[src/rtl/ravenoc_axi_master_pkg.sv]
// Shared AXI4 types, widths and helpers for the RaveNoC AXI master.
package ravenoc_axi_master_pkg;

  localparam int AXI_ADDR_WIDTH      = 32;
  localparam int AXI_DATA_WIDTH      = 32;
  localparam int AXI_ALEN_WIDTH      = 8;
  localparam int AXI_ID_WIDTH        = 4;
  localparam int AXI_USER_WIDTH      = 1;
  localparam int AXI_SIZE_BYTES_LOG2 = $clog2(AXI_DATA_WIDTH / 8);

  typedef logic [AXI_ADDR_WIDTH-1:0]   axi_addr_t;
  typedef logic [AXI_DATA_WIDTH-1:0]   axi_data_t;
  typedef logic [AXI_ALEN_WIDTH-1:0]   axi_len_t;
  typedef logic [AXI_ID_WIDTH-1:0]     axi_id_t;
  typedef logic [AXI_USER_WIDTH-1:0]   axi_user_t;
  // One extra bit so a 256-beat burst can be counted without wrapping.
  typedef logic [AXI_ALEN_WIDTH:0]     beat_t;

  typedef enum logic [1:0] {
    OKAY   = 2'b00,
    EXOKAY = 2'b01,
    SLVERR = 2'b10,
    DECERR = 2'b11
  } aerror_t;

  typedef enum logic [1:0] {
    FIXED = 2'b00,
    INCR  = 2'b01,
    WRAP  = 2'b10
  } aburst_t;

  typedef enum logic [2:0] {
    ST_IDLE,
    ST_WR_ADDR,
    ST_WR_DATA,
    ST_WR_RESP,
    ST_RD_ADDR,
    ST_RD_DATA,
    ST_DONE
  } m_axi_st_t;

  typedef struct packed {
    axi_id_t                     awid;
    axi_addr_t                   awaddr;
    axi_len_t                    awlen;
    logic [2:0]                  awsize;
    aburst_t                     awburst;
    logic                        awlock;
    logic [3:0]                  awcache;
    logic [2:0]                  awprot;
    logic [3:0]                  awqos;
    logic [3:0]                  awregion;
    axi_user_t                   awuser;
    logic                        awvalid;
    axi_data_t                   wdata;
    logic [AXI_DATA_WIDTH/8-1:0] wstrb;
    logic                        wlast;
    axi_user_t                   wuser;
    logic                        wvalid;
    logic                        bready;
    axi_id_t                     arid;
    axi_addr_t                   araddr;
    axi_len_t                    arlen;
    logic [2:0]                  arsize;
    aburst_t                     arburst;
    logic                        arlock;
    logic [3:0]                  arcache;
    logic [2:0]                  arprot;
    logic [3:0]                  arqos;
    logic [3:0]                  arregion;
    axi_user_t                   aruser;
    logic                        arvalid;
    logic                        rready;
  } s_axi_mosi_t;

  typedef struct packed {
    logic      awready;
    logic      wready;
    axi_id_t   bid;
    aerror_t   bresp;
    axi_user_t buser;
    logic      bvalid;
    logic      arready;
    axi_id_t   rid;
    axi_data_t rdata;
    aerror_t   rresp;
    logic      rlast;
    axi_user_t ruser;
    logic      rvalid;
  } s_axi_miso_t;

  // Severity ranking DECERR > SLVERR > EXOKAY > OKAY follows the encoding.
  function automatic aerror_t worst_resp(aerror_t a, aerror_t b);
    return (a > b) ? a : b;
  endfunction

endpackage

[src/rtl/ravenoc_axi_master_wdog.sv]
// Handshake watchdog: counts enabled idle cycles, flags expiry at the limit.
module ravenoc_axi_wdog #(
  parameter int TIMEOUT_CYCLES = 1024
) (
  input  logic clk,
  input  logic srst,
  input  logic clr,
  input  logic en,
  output logic expire
);

  localparam int CW = (TIMEOUT_CYCLES > 1) ? $clog2(TIMEOUT_CYCLES) : 1;
  localparam logic [CW-1:0] LIMIT = CW'((TIMEOUT_CYCLES > 0) ? TIMEOUT_CYCLES - 1 : 0);
  localparam bit ACTIVE = (TIMEOUT_CYCLES > 0);

  logic [CW-1:0] cnt_reg;

  // Counter: clear has priority, then count while enabled (never when disabled).
  always_ff @(posedge clk) begin
    if (srst || clr) begin
      cnt_reg <= '0;
    end else if (en && ACTIVE) begin
      cnt_reg <= cnt_reg + CW'(1);
    end
  end

  // Expiry is taken from the registered count only, so it never depends on clr.
  assign expire = ACTIVE && en && (cnt_reg == LIMIT);

endmodule

[src/rtl/ravenoc_axi_master.sv]
// AXI4 initiator turning command/stream requests into single INCR bursts.
module ravenoc_axi_master
  import ravenoc_axi_master_pkg::*;
#(
  parameter int TIMEOUT_CYCLES = 1024,
  parameter int AXI_ID         = 0
) (
  input  logic                      clk_axi,
  input  logic                      rst_axi,
  input  logic                      cmd_valid,
  output logic                      cmd_ready,
  input  logic                      cmd_write,
  input  axi_addr_t                 cmd_addr,
  input  logic [AXI_ALEN_WIDTH-1:0] cmd_len,
  input  logic                      wr_valid,
  output logic                      wr_ready,
  input  logic [AXI_DATA_WIDTH-1:0] wr_data,
  output logic                      rd_valid,
  input  logic                      rd_ready,
  output logic [AXI_DATA_WIDTH-1:0] rd_data,
  output logic                      rd_last,
  output logic                      rsp_valid,
  output aerror_t                   rsp_err,
  output logic                      rsp_proto,
  output logic                      rsp_timeout,
  output s_axi_mosi_t               axi_mosi_o,
  input  s_axi_miso_t               axi_miso_i
);

  m_axi_st_t state_reg, state_next;
  beat_t     beat_reg, beat_next;
  aerror_t   err_reg, err_next;
  logic      proto_reg, proto_next;
  logic      tout_reg, tout_next;
  axi_addr_t addr_reg, addr_next;
  axi_len_t  len_reg, len_next;

  logic last_beat;
  logic any_hs;
  logic wd_clr;
  logic wd_en;
  logic wd_expire;
  logic unused_bits;

  assign last_beat = (beat_reg == {1'b0, len_reg});
  assign unused_bits = ^{axi_miso_i.bid, axi_miso_i.buser, axi_miso_i.rid, axi_miso_i.ruser};

  // State and burst bookkeeping registers.
  always_ff @(posedge clk_axi) begin
    if (rst_axi) begin
      state_reg <= ST_IDLE;
      beat_reg  <= '0;
      err_reg   <= OKAY;
      proto_reg <= 1'b0;
      tout_reg  <= 1'b0;
      addr_reg  <= '0;
      len_reg   <= '0;
    end else begin
      state_reg <= state_next;
      beat_reg  <= beat_next;
      err_reg   <= err_next;
      proto_reg <= proto_next;
      tout_reg  <= tout_next;
      addr_reg  <= addr_next;
      len_reg   <= len_next;
    end
  end

  // Next-state and output decode; everything handshake-related is forced low in reset.
  always_comb begin
    state_next = state_reg;
    beat_next  = beat_reg;
    err_next   = err_reg;
    proto_next = proto_reg;
    tout_next  = tout_reg;
    addr_next  = addr_reg;
    len_next   = len_reg;

    axi_mosi_o         = '0;
    axi_mosi_o.awid    = AXI_ID_WIDTH'(AXI_ID);
    axi_mosi_o.awaddr  = addr_reg;
    axi_mosi_o.awlen   = len_reg;
    axi_mosi_o.awsize  = 3'(AXI_SIZE_BYTES_LOG2);
    axi_mosi_o.awburst = INCR;
    axi_mosi_o.arid    = AXI_ID_WIDTH'(AXI_ID);
    axi_mosi_o.araddr  = addr_reg;
    axi_mosi_o.arlen   = len_reg;
    axi_mosi_o.arsize  = 3'(AXI_SIZE_BYTES_LOG2);
    axi_mosi_o.arburst = INCR;
    axi_mosi_o.wstrb   = '1;
    axi_mosi_o.wdata   = wr_data;

    cmd_ready   = 1'b0;
    wr_ready    = 1'b0;
    rd_valid    = 1'b0;
    rd_data     = axi_miso_i.rdata;
    rd_last     = 1'b0;
    rsp_valid   = 1'b0;
    rsp_err     = OKAY;
    rsp_proto   = 1'b0;
    rsp_timeout = 1'b0;

    if (!rst_axi) begin
      case (state_reg)
        ST_IDLE: begin
          cmd_ready = 1'b1;
          if (cmd_valid) begin
            addr_next  = cmd_addr;
            len_next   = cmd_len;
            state_next = cmd_write ? ST_WR_ADDR : ST_RD_ADDR;
          end
        end
        ST_WR_ADDR: begin
          axi_mosi_o.awvalid = 1'b1;
          if (axi_miso_i.awready) state_next = ST_WR_DATA;
        end
        ST_WR_DATA: begin
          axi_mosi_o.wvalid = wr_valid;
          axi_mosi_o.wlast  = last_beat;
          wr_ready          = axi_miso_i.wready;
          if (wr_valid && axi_miso_i.wready) begin
            beat_next = beat_reg + beat_t'(1);
            if (last_beat) state_next = ST_WR_RESP;
          end
        end
        ST_WR_RESP: begin
          axi_mosi_o.bready = 1'b1;
          if (axi_miso_i.bvalid) begin
            err_next   = axi_miso_i.bresp;
            state_next = ST_DONE;
          end
        end
        ST_RD_ADDR: begin
          axi_mosi_o.arvalid = 1'b1;
          if (axi_miso_i.arready) state_next = ST_RD_DATA;
        end
        ST_RD_DATA: begin
          rd_valid          = axi_miso_i.rvalid;
          rd_last           = last_beat;
          axi_mosi_o.rready = rd_ready;
          if (axi_miso_i.rvalid && rd_ready) begin
            err_next  = worst_resp(err_reg, axi_miso_i.rresp);
            if (axi_miso_i.rlast != last_beat) proto_next = 1'b1;
            beat_next = beat_reg + beat_t'(1);
            if (last_beat) state_next = ST_DONE;
          end
        end
        ST_DONE: begin
          rsp_valid   = 1'b1;
          rsp_err     = err_reg;
          rsp_proto   = proto_reg;
          rsp_timeout = tout_reg;
          beat_next   = '0;
          err_next    = OKAY;
          proto_next  = 1'b0;
          tout_next   = 1'b0;
          state_next  = ST_IDLE;
        end
        default: state_next = ST_IDLE;
      endcase

      // Watchdog abort: withdraw every valid/ready so nothing completes this cycle.
      if (wd_expire) begin
        axi_mosi_o.awvalid = 1'b0;
        axi_mosi_o.wvalid  = 1'b0;
        axi_mosi_o.wlast   = 1'b0;
        axi_mosi_o.bready  = 1'b0;
        axi_mosi_o.arvalid = 1'b0;
        axi_mosi_o.rready  = 1'b0;
        wr_ready           = 1'b0;
        rd_valid           = 1'b0;
        rd_last            = 1'b0;
        beat_next          = beat_reg;
        err_next           = err_reg;
        proto_next         = proto_reg;
        tout_next          = 1'b1;
        state_next         = ST_DONE;
      end
    end
  end

  assign any_hs = (axi_mosi_o.awvalid && axi_miso_i.awready) ||
                  (axi_mosi_o.wvalid  && axi_miso_i.wready)  ||
                  (axi_mosi_o.bready  && axi_miso_i.bvalid)  ||
                  (axi_mosi_o.arvalid && axi_miso_i.arready) ||
                  (axi_mosi_o.rready  && axi_miso_i.rvalid);
  assign wd_clr = any_hs || (state_next != state_reg);
  assign wd_en  = (state_reg != ST_IDLE) && (state_reg != ST_DONE);

  ravenoc_axi_wdog #(
    .TIMEOUT_CYCLES (TIMEOUT_CYCLES)
  ) u_wdog (
    .clk    (clk_axi),
    .srst   (rst_axi),
    .clr    (wd_clr),
    .en     (wd_en),
    .expire (wd_expire)
  );

endmodule

[config.mk]
export PLATFORM = sky130hd
export DESIGN_NAME = ravenoc_axi_master
export DESIGN_NICKNAME = d
export VERILOG_FILES = /design/src/rtl/ravenoc_axi_master_pkg.sv /design/src/rtl/ravenoc_axi_master_wdog.sv /design/src/rtl/ravenoc_axi_master.sv
export SDC_FILE = /design/constraint.sdc
export NUM_CORES = 1
export LEC_CHECK = 0
export CORE_AREA = 2 2 135 137
export DETAILED_ROUTE_END_ITERATION = 6
export DIE_AREA = 0 0 137 139
export PLACE_DENSITY = 0.64
export SETUP_SLACK_MARGIN = 0.5
export SYNTH_ARGS = -nofsm -noshare
export SYNTH_HDL_FRONTEND = slang
export SYNTH_SLANG_ARGS = --single-unit
[constraint.sdc]
create_clock -name clk_axi -period 2.35 [get_ports clk_axi]
set_clock_uncertainty 0.1 [all_clocks]
set_input_delay 0.3525 -clock clk_axi [delete_from_list [all_inputs] [get_ports clk_axi]]
set_output_delay 0.3525 -clock clk_axi [all_outputs]
set_load 0.01 [all_outputs]
# Word level (Yosys, flattened, before mapping)
# Index checks and enable logic that the tools add are counted.
# W data, S select, Z words.
[classes] n_addsub=2 n_mul=0 n_div=0 order_cmp=1 eq_ne=16 shift=0 mux=57 bitwise_logic=1 reduce_logical=25
[op_table] op="$mux W3" n=11
[op_table] op="$mux W1" n=31
[op_table] op="$pmux W9 S3" n=1
[op_table] op="$mux W2" n=9
[op_table] op="$mux W9" n=2
[op_table] op="$pmux W3 S6" n=1
[op_table] op="$add A10 B1 Y10 const B" n=1
[op_table] op="$eq A10 B10 Y1 const B" n=1
[op_table] op="$ne A2 B2 Y1 const B" n=5
[op_table] op="$add A9 B1 Y9 const B" n=1
[op_table] op="$eq A3 B3 Y1 const B" n=3
[op_table] op="$eq A9 B8 Y1" n=1
[op_table] op="$logic_and A1 B1 Y1" n=9
[op_table] op="$reduce_bool A3 Y1" n=3
[op_table] op="$reduce_and A4 Y1" n=2
[op_table] op="$eq A3 B2 Y1 const B" n=2
[op_table] op="$logic_or A1 B1 Y1" n=6
[op_table] op="$pmux W2 S3" n=1
[op_table] op="$reduce_and A5 Y1" n=1
[op_table] op="$reduce_bool A2 Y1" n=2
[op_table] op="$eq A3 B1 Y1 const B" n=1
[op_table] op="$logic_not A3 Y1" n=1
[op_table] op="$ne A3 B3 Y1" n=1
[op_table] op="$ne A3 B3 Y1 const B" n=1
[op_table] op="5 further kinds" n=5
[totals] reg_bits=66 latch_bits=0 ram_bits=0 romBits=0 input_bits=130 output_inout_bits=216 wordCells=110 n_memories=0

# Depth between registers and ports, before layout
[logic_depth] ltp_word=12 depth_mapped=8 depth_no_buf=8

# By module
# Synthesis repeated with hierarchy kept, for this count alone.
[unflattened] hier_cells=561 area_unflattened_um2=4386.7
[by_module_without_submodules] module="ravenoc_axi_master" n_inst=1 cells_each=509 area_per_inst_um2=3906.2 seq_area_each_um2=1121.1
[by_module_without_submodules] module="ravenoc_axi_wdog" n_inst=1 cells_each=52 area_per_inst_um2=480.5 seq_area_each_um2=200.2

# Least setup slack after synthesis
# OpenSTA, ideal clock, no wires.
[synth_timing] path_type="reg-to-output" startpoint="reg state_reg[1]" endpoint="out axi_mosi_o[108] in the netlist's numbering" t_arrival_ns=1.671 required_time_ns=1.898 slack_ns=0.226 stages_incl_launch_ff=6 path_buffers=1 cell_sequence="dfxtp_1 buf_6 xor2_4 o211a_4 a41oi_2 nor4bb_1"
[synth_rtl] item="start: declaration" line="ravenoc_axi_master.sv:30" text="m_axi_st_t state_reg, state_next;"
[synth_rtl] item="start signal: assignment" line="ravenoc_axi_master.sv:59" text="state_reg <= state_next;"
[synth_rtl] item="end: declaration" line="ravenoc_axi_master.sv:26" text="output s_axi_mosi_t axi_mosi_o,"

# Worst setup path in the final report
[layout_timing] startpoint="reg len_reg[1]" endpoint="reg u_wdog.cnt_reg[2]"
[layout_via] elab_chain_cells=9 elab_cells_between_ends=11 classes_between="eq/ne: 2; mux: 7; reduce/logical: 2"
[layout_lines] item="start: declaration" line="ravenoc_axi_master.sv:36" text="axi_len_t len_reg, len_next;"
[layout_lines] item="start signal: assignment" line="ravenoc_axi_master.sv:65" text="len_reg <= len_next;"
[layout_lines] item="$eq A9 B8 Y1 *" line="ravenoc_axi_master.sv:45" text="assign last_beat = (beat_reg == {1'b0, len_reg});"
[layout_lines] item="$mux W3 (on tied branches)" line="ravenoc_axi_master.sv:145, ravenoc_axi_master.sv:123"
[layout_lines] item="$mux W3 (on tied branches)" line="ravenoc_axi_master.sv:141, ravenoc_axi_master.sv:121"
[layout_lines] item="$pmux W3 S6 *" line="ravenoc_axi_master.sv:104" text="case (state_reg)"
[layout_lines] item="$mux W3 *" line="ravenoc_axi_master.sv:163" text="if (wd_expire) begin"
[layout_lines] item="$mux W3 *" line="ravenoc_axi_master.sv:103" text="if (!rst_axi) begin"
[layout_lines] item="$ne A3 B3 Y1 *" line="ravenoc_axi_master.sv:187" text="assign wd_clr = any_hs || (state_next != state_reg);"
[layout_lines] item="$logic_or A1 B1 Y1 *" line="ravenoc_axi_master.sv:187"
[layout_lines] item="$logic_or A1 B1 Y1 *" line="ravenoc_axi_master_wdog.sv:20" text="if (srst || clr) begin"
[layout_lines] item="end signal: assignment" line="ravenoc_axi_master_wdog.sv:23" text="cnt_reg <= cnt_reg + CW'(1);"
[layout_lines] item="end: declaration" line="ravenoc_axi_master_wdog.sv:16" text="logic [CW-1:0] cnt_reg;"
# Mark *: on every way between the ends. The rest lies on a longest branch, timed or not.
# A chain may end at the register's enable or synchronous reset.

==> results <==
-- routing by layer --
metal | wire, µm | vias up
met4 | 575 | 0
met1 | 5360 | 1689
li1 | - | 1794
met5 | 0 | -
met3 | 889 | 57
met2 | 6260 | 159
-- where the power goes --
group,internal [µW],switching [µW],total [µW]
sequential,1190,72.0,1270
combinational,647,554,1200
clock,987,504,1490
total,2830,1130,3960
-- final cells by class --
class | instances | area, µm²
timing repair buffer | 216 | 2130
clock inverter | 4 | 73.8
multi-input combinational | 352 | 2270
sequential | 66 | 1370
inverter | 6 | 22.5
clock buffer | 12 | 256
fill | 1820 | 11300
tap | 229 | 287
-- final timing paths --
| check | from | endpoint | slack, ns |
|---|---|---|---|
| max | len_reg[1] | u_wdog.cnt_reg[2] | 0.08 |
| min | rst_axi | state_reg[1] | 0.36 |
| max reg2reg | len_reg[1] | u_wdog.cnt_reg[2] | 0.08 |
| min reg2reg | addr_reg[21] | addr_reg[21] | 0.37 |
-- synth_stat cells (2+ instances only) --
library cell / count / area, µm²
nor2_1: 27 / 101
nand2_1: 98 / 368
clkbuf_1: 19 / 71.3
dfxtp_1: 66 / 1320
and2_1: 5 / 31.3
nor4_1: 3 / 18.8
nor3_1: 11 / 55.1
buf_6: 2 / 22.5
a211oi_1: 2 / 15.0
nand2b_1: 3 / 18.8
nand3_1: 6 / 30.0
buf_4: 162 / 1220
nand4_1: 4 / 25.0
xnor2_1: 18 / 158
nor2b_1: 4 / 25.0
ha_1: 4 / 50.1
o211a_4: 2 / 35.0
xor2_1: 6 / 52.6
o21ai_0: 6 / 30.0
or3_1: 2 / 12.5
mux2i_1: 2 / 20.0
inv_1: 6 / 22.5
and3_1: 7 / 43.8
a21oi_1: 48 / 240
nor4b_1: 2 / 17.5
conb_1: 2 / 7.51
a221oi_1: 2 / 17.5
or2_2: 2 / 12.5
buf_2: 4 / 20.0
-- worst reg2reg max path, stage by stage, from the launching register on --
cell and delay (ns):
dfxtp_4 0.35, xnor2_2 0.15, nand3_1 0.10, or4_4 0.57
buf_6 0.16, o211a_4 0.23, o2111ai_4 0.26, clkbuf_16 0.20
nor2_1 0.04
-- stage by stage --
step                total power [µW]  TNS (ns)  cell area, µm²
CTS                             3920         0            6080
global route                    4150         0            6400
global placement                2210    -0.209            5290
floorplan                       2000         0            4600
detailed placement              2210    -0.173            5290
finish                          3960         0            6400
-- logic make-up (layout without fill, tap and decap cells) --
kind of cell    after synthesis  in the layout  share of synthesized area
other cells                   2             57                    0.00172
fa+ha+maj                     4              4                     0.0115
mux                           2              2                    0.00460
compound gates               76             76                      0.120
flops                        66             66                      0.303
buf+inv                     193            238                      0.311
simple gates                184            188                      0.194
xor+xnor                     25             25                     0.0546
-- what timing repair did --
action	4_1_cts	5_1_grt
setup buffers	19	15
endpoints found under the setup margin	85	78
gates cloned	4	3
pin swaps	17	31
resized for setup	138	40
==> impl_summary.log <==
[metrics] Top Family by Delay on Critical Path: simple AND/OR/NAND/NOR gates
[metrics] routability cong.: between 0.7 and 0.8
[metrics] drt wl/cell: ~15 µm
[metrics] Max Freq: about 440 MHz
[metrics] ratio of routed vias to standard cells: ~4.2
[metrics] I/O pins: ~350
[metrics] cell area after synthesis: around 4400 µm²
[metrics] CTS clock-pin slew for the worst setup and hold paths: about 0.060 ns
[metrics] Static Leak: around 0.0025 µW
[metrics] Final Critical Period: 2.27 ns
[metrics] total half-perimeter wirelength after legalization and detailed placement: roughly 8.3 mm
[metrics] most used routing layer in global routing: met2
[metrics] CP Data Required Time: roughly 2.5 ns
[metrics] area enclosed by the die boundary: 19000 µm²
[metrics] Arrival @ worst endpoint: approximately 2.4 ns
[metrics] worst setup path category: reg2reg
[metrics] maximum clock insertion buffer count: 2
[metrics] n_diodes: 0
[metrics] result of the run: finished clean
[metrics] number of placed instances with taps included: around 830
[metrics] clock tree from TritonCTS: yes
[metrics] areal power density over the cells: 619 nW/µm²
[metrics] antenna violations before repair: 0
[metrics] Post-synth EDFFs: 0
[metrics] kind of capture point of the worst setup path: flip-flop
[metrics] Hold Crit Class: in2reg
[metrics] buffers added on ports: 150
[metrics] depth of the worst register-to-register path: 8
[metrics] most common library cell in the layout ignoring fill and taps: clkdlybuf4s50_1
[metrics] count of nets after finishing: around 800
[metrics] Final Hold Violating Endpoints: 0
[metrics] total of max-cap violations: 0
[metrics] filler-free cell count of the finished design: a little under 900
[metrics] met3 usage in global routing: 0.0318
[metrics] Hold Slack: 0.361 ns
[metrics] total number of placement rows: 49
[metrics] period utilisation layout: 0.965
[metrics] commonest cells after routing, fill and taps aside: clkdlybuf4s50_1 (131), nand2_1 (96), conb_1 (57)
[metrics] Die W: approximately 140 µm
[metrics] core box area: 17700 µm²
[metrics] top flip-flop cell by instance count after synthesis: dfxtp_1
[metrics] worst-case vdd ir drop: 311 µV
[metrics] Post-CTS Hold Buffers: 0
[metrics] share of synthesized registers carrying an async set or reset: 0
[metrics] mean area per synthesized cell: roughly 7.9 µm²
[metrics] number of unique standard cell types used by synthesis: between 50 and 60
[metrics] root cell of the clock tree: clkbuf_16
[metrics] first-pass GRT wire length: between 15 and 20 mm
[metrics] library cell contributing the largest single delay on the critical path: or4_4
[metrics] number of global-route vias before repair: 3495
[metrics] post-layout worst setup margin: ~0.082 ns
[metrics] overall routed net length: 13.1 mm
[metrics] unrepaired setup endpoints after global routing: yes
[metrics] number of standard cells after synthesis: approximately 550
[metrics] global-route met2 utilization: 0.217
[metrics] Final Util: 0.363
[metrics] met1 track demand over resource in global routing: 0.152
[metrics] proportion of synthesized chip area in sequential cells: 0.303
[metrics] cells along the critical path: xnor2_2 > nand3_1 > or4_4 > buf_6 > o211a_4 > o2111ai_4 > clkbuf_16 > nor2_1
[metrics] area grow syn2layout: 47.0%
[metrics] startpoint type of the worst setup path: flip-flop
[metrics] Synthesis Warnings: 0
[metrics] number of flip-flops and latches in the synthesized netlist: 66
[metrics] count of buffer and inverter cells on the critical path: 2
[metrics] count of final max-slew check failures: 0
[metrics] initial DRC count: between 100 and 150
[metrics] level count of the clock H-tree: 3
[metrics] via count of the routed design: around 3700
[metrics] Post-route DRC: 0
[metrics] Largest register FFs: 32
[metrics] GRT Total Usage: 0.131
[metrics] Setup-failing EPs final: 0
[metrics] drt first pass iters: 4
[metrics] Clock Latency Late Sink: between 0.3 and 0.4 ns
[metrics] Clock Sinks: 66
[metrics] Critical Path Fanout Max: 5
[metrics] total overflow reported by the global router: 0
[metrics] die height: approximately 140 µm
[metrics] Inserted Clock Buffers: 9
[metrics] biggest cell delay along the critical path: 0.57 ns
[metrics] antenna violation net count after detailed routing: 0
[metrics] initial standard-cell utilization of the core: 0.247
[metrics] Hold Path Cell Cnt: 3
[metrics] Critical Path Stages: 8
[metrics] placement-stage worst setup slack: -0.0665 ns
[metrics] largest net degree at the start of global routing: 35
[metrics] ratio of cells with drive above 1 in the final layout: 0.277
(Power assumes the default switching activity.)
